[config.mk]
export PLATFORM = sky130hd
export DESIGN_NAME = fetch_port_arbiter
export DESIGN_NICKNAME = d
export VERILOG_FILES = /design/src/rtl/fetch_port_arbiter.sv
export SDC_FILE = /design/constraint.sdc
export NUM_CORES = 1
export LEC_CHECK = 0
export ABC_AREA = 1
export BUFFER_PORTS_ARGS = -buffer_cell sky130_fd_sc_hd__buf_4
export CAP_MARGIN = 20
export CELL_PAD_IN_SITES_DETAIL_PLACEMENT = 1
export CELL_PAD_IN_SITES_GLOBAL_PLACEMENT = 1
export CORE_MARGIN = 2
export CORE_UTILIZATION = 34
export DETAILED_ROUTE_END_ITERATION = 10
export PLACE_DENSITY_LB_ADDON = 0.05
export SETUP_SLACK_MARGIN = 0.3
export SYNTH_ARGS = -nofsm -noshare
export SYNTH_HDL_FRONTEND = slang
export SYNTH_SLANG_ARGS = --single-unit
[constraint.sdc]
create_clock -name clk -period 3.9 [get_ports clk]
set_input_delay 0.78 -clock clk [delete_from_list [all_inputs] [get_ports clk]]
set_output_delay 0.78 -clock clk [all_outputs]
set_load 0.01 [all_outputs]
[src/rtl/fetch_port_arbiter.sv]
// Round-robin arbiter sharing one instruction-memory fetch port between two fetch ways.
// One transaction in flight; a jump flush of the granted way cancels it and the late response is dropped.
module fetch_port_arbiter #(
   parameter int ADDR_W = 32,
   parameter int INST_W = 32
) (
   input  logic              clk,
   input  logic              reset,
   input  logic              way0_request_i,
   input  logic [ADDR_W-1:0] way0_instAddr_i,
   input  logic              way0_jumpFlag_i,
   output logic [INST_W-1:0] way0_inst_o,
   output logic              way0_dataOk_o,
   input  logic              way1_request_i,
   input  logic [ADDR_W-1:0] way1_instAddr_i,
   input  logic              way1_jumpFlag_i,
   output logic [INST_W-1:0] way1_inst_o,
   output logic              way1_dataOk_o,
   output logic              mem_request_o,
   output logic [ADDR_W-1:0] mem_instAddr_o,
   input  logic [INST_W-1:0] mem_inst_i,
   input  logic              mem_dataOk_i
);

   typedef enum logic [2:0] {IDLE, ISSUE, WAIT, RESP, DRAIN} stateT;

   stateT state, nextState;
   logic  rr;
   logic  gnt;
   logic  anyReq;
   logic  grantWay;
   logic  flushGnt;
   logic  capture;

   assign anyReq   = way0_request_i | way1_request_i;
   // With both ways requesting the pointer decides; otherwise the lone requester wins.
   assign grantWay = (way0_request_i & way1_request_i) ? rr : way1_request_i;
   assign flushGnt = gnt ? way1_jumpFlag_i : way0_jumpFlag_i;
   assign capture  = (state == WAIT) && mem_dataOk_i && !flushGnt;

   // NOTE: sequential state uses non-blocking assignments so every flop samples pre-edge values.
   always_ff @(posedge clk or posedge reset) begin
      if (reset) state <= IDLE;
      else       state <= nextState;
   end

   always_comb begin
      // NOTE: default assignment first, so no path through the case can infer a latch.
      nextState = state;
      case (state)
         IDLE:  if (anyReq) nextState = ISSUE;
         ISSUE: nextState = flushGnt ? DRAIN : WAIT;
         WAIT: begin
            if (mem_dataOk_i)  nextState = flushGnt ? IDLE : RESP;
            else if (flushGnt) nextState = DRAIN;
         end
         RESP:  nextState = IDLE;
         DRAIN: if (mem_dataOk_i) nextState = IDLE;
         default: nextState = IDLE;
      endcase
   end

   // A jump in the response cycle suppresses the pulse so the way never sees stale data.
   always_comb begin
      mem_request_o = (state == ISSUE);
      way0_dataOk_o = (state == RESP) && !gnt && !way0_jumpFlag_i;
      way1_dataOk_o = (state == RESP) &&  gnt && !way1_jumpFlag_i;
   end

   always_ff @(posedge clk or posedge reset) begin
      if (reset) begin
         rr             <= 1'b0;
         gnt            <= 1'b0;
         mem_instAddr_o <= '0;
         way0_inst_o    <= '0;
         way1_inst_o    <= '0;
      end else begin
         if (state == IDLE && anyReq) begin
            gnt            <= grantWay;
            rr             <= ~grantWay;
            mem_instAddr_o <= grantWay ? way1_instAddr_i : way0_instAddr_i;
         end
         if (capture && !gnt) way0_inst_o <= mem_inst_i;
         if (capture &&  gnt) way1_inst_o <= mem_inst_i;
      end
   end

endmodule
==> out/metrics.yaml <==
outcome: "complete, no violations"
grt_pass1_vias: 4396
pin_count_of_the_biggest_net_entering_global_routing: 87
timing.critical_path.arrival_ns: 2.64
drc: 0
postCtsSetupRepairBufs: 0
postRouteWirelength_um: 14100
start_kind: "flop"
fin_nets: 759
antenna_violating_nets_post_route: 0
post_cts.resized_instances: 0
worstSkewPairLatency_ns: 0.34
setup_repair_after_global_routing_missed_its_margin: "false"
fmax_mhz: 412
postSynthRegisterBits: 101
synth_area_leader_cell: "dfrtp_1"
vias_per_cell: 5.08
p_total_mw: 4.88
reg2reg_setup_slack_ns: 1.47
min-delay-path-class: "input pin to asynchronous set/reset pin"
cts.htree.levels: 3
fp.dieArea_um2: 14100
hpwl_um: 9600
crit_path_max_incr_delay_ns: 0.93
worstReg2RegStart: "state[0]"
io_pins: 202
ys_seq_area_share_pct: 56.4
setup-violations-final: 0
drtIter0Drc: 214
fillerInstances: 1545
yosys-top-cells-area: "dfrtp_1 56%, nand3_1 7.9%, nand2_1 6.7%"
critical_path_class: "flop to flop"
crit_slowest_cell: "clkinv_1"
grt_remaining_overflow: 0
clk_pin_slew_ns: 0.07
power.density_cell_area_nw_per_um2: 765
timing_worst_slew_pin_value_ns: 1.05
slew_viol_final: 0
synth-edff-count: 0
rows: 41
finalWorstPathRequiredPeriod_ns: 2.43
finalHoldViolCount: 0
total_routing_resource_utilization_after_global_routing_pct: 20.0
die-height_um: 119
antennaDiodeCount: 0
synth_area_um2: 4480
vdd.ir_drop.worst_mv: 0.255
fp.coreArea_um2: 12700
placer_s_final_routability_congestion_estimate: 0.790
cts-buffers-inserted: 9
floorplan.initialDensity_pct: 35.2
ys_dominant_reg_cell: "dfrtp_1"
drt-wirelength-per-cell_um: 16.9
port_buffer_count: 201
cts_sinks: 101
async_flop_share_pct: 100
cp_cell_sequence: "nor2_4 > nand2_4 > clkinv_1 > nand4_1 > nand3_1"
firstDrtPassIters: 4
worst_r2r_endpoint: "mem_instAddr_o[2]"
synth_area_per_cell_um2: 9.47
synth.top_cell.area_share_pct: 56.4
drive_gt1_share_pct: 38.7
ctsHoldBuffers: 0
flow.area_growth_from_synthesis_pct: 42.4
slew-limit-headroom_pct: 29.4
ys_top_cells_by_count: "101 x dfrtp_1, 80 x nand2_1, 71 x nand3_1"
yosys_warnings: 0
tritoncts: "built"
yosysMostFrequentCell: "dfrtp_1"
drv_cap: 0
synthCells: 473
synth.lib_cells_used.distinct: 22
endpoint_type_of_the_worst_setup_path: "flop"
root_buffer_cell: "clkbuf_16"
fin_worst_skew_ns: 0.00882
power.leakage_nw: 3.31
syn_nets: 576
antenna_violations_before_repair: 0
route.vias.total: 4233
critPathRequiredTime_ns: 4.11
timing.reg2reg.worst_path_depth: 5
worstPathMaxFanout: 34
global_route_wire_length_before_repair_um: 22800
die_w_um: 119
fin_setup_tns_ns: 0
final_worst_path_cycle_share_pct: 62.3
cts.path.max_buffers: 2
-- power breakdown --
part / internal, mW / switching (mW) / total [mW]
logic: 0.986 / 1.12 / 2.11
registers: 1.53 / 0.297 / 1.83
clock network: 0.550 / 0.391 / 0.941
-- routing by layer --
metal / GRT usage (%) / share of wire, %
met3: 5.50 / 7.1
met1: 26.5 / 43
met2: 32.7 / 49
met4: 4.54 / 0.82
met5: 0 / 0
-- worst max-delay path, delay by kind of cell (launching register included) --
kind / cells / cell delay, ns
flops: 1 / 0.49
buf+inv: 1 / 0.93
simple gates: 4 / 0.85
-- registers in the layout (all words and copies together) (netlist names) --
name,flops
mem_instAddr_o,32
rr,1
way0_inst_o,32
way1_inst_o,32
gnt,1
state,3
-- cell families after synthesis --
group	Yosys count	synth area share, %
AND/OR/NAND/NOR	198	22.0
flip-flops	101	56.4
AO/OA/AOI/OAI	99	13.2
buffers and inverters	75	8.38
-- per-stage QoR --
stage               utilization (%)  instances  setup WS (ns)  cell area [µm²]  hold slack, ns
floorplan                         -        473          0.473             4480           0.505
global placement               47.2        815           1.39             6010           0.468
detailed placement             47.5        816           1.48             6040           0.474
CTS                            49.9        832           1.47             6350           0.490
global route                   50.1        833           1.27             6380           0.499
finish                         50.1        833           1.47             6380           0.465
-- layout by cell type, fill, tap and decap left out --
master,Yosys,routed
clkbuf_16,0,9
nor2_1,8,7
dfrtp_1,101,101
o21ai_2,26,26
bufinv_16,0,1
a21oi_1,1,1
nor2_4,2,2
nand2_4,1,1
nand3b_1,1,1
buf_4,4,204
clkinv_1,1,1
nand2_1,80,80
nor3_4,1,1
o21ai_1,38,38
clkinv_2,0,1
buf_16,0,2
nor2_2,0,1
inv_2,1,1
nand4_1,32,32
nand3b_4,2,2
inv_1,39,38
clkbuf_8,0,3
clkinvlp_4,0,1
o21ai_0,34,34
clkbuf_1,12,1
inv_4,0,1
nand3_1,71,71
-- how the worst max path moves through the flow --
stage                         startpoint                 end  slack (ns)  cells past startpoint
final                           state[0]   mem_instAddr_o[2]        1.47                      5
after CTS                       state[0]   mem_instAddr_o[2]        1.47                      5
after floorplan                    reset                 gnt        0.47                      1
after global routing            state[0]   mem_instAddr_o[2]        1.27                      5
after global placement    way1_request_i  mem_instAddr_o[21]        1.39                      4
after detailed placement        state[0]   mem_instAddr_o[2]        1.48                      5
-- layout make-up --
cell class / instances / area (µm²) / area share [%]
clock buffer: 13 / 270 / 4.24
clock inverter: 3 / 42.5 / 0.667
multi-input combinational: 297 / 1580 / 24.8
timing repair buffer: 206 / 1590 / 24.9
inverter: 41 / 156 / 2.45
tap: 172 / 215 / 3.37
sequential: 101 / 2530 / 39.6
No activity file was read; power rests on OpenSTA's default activity.
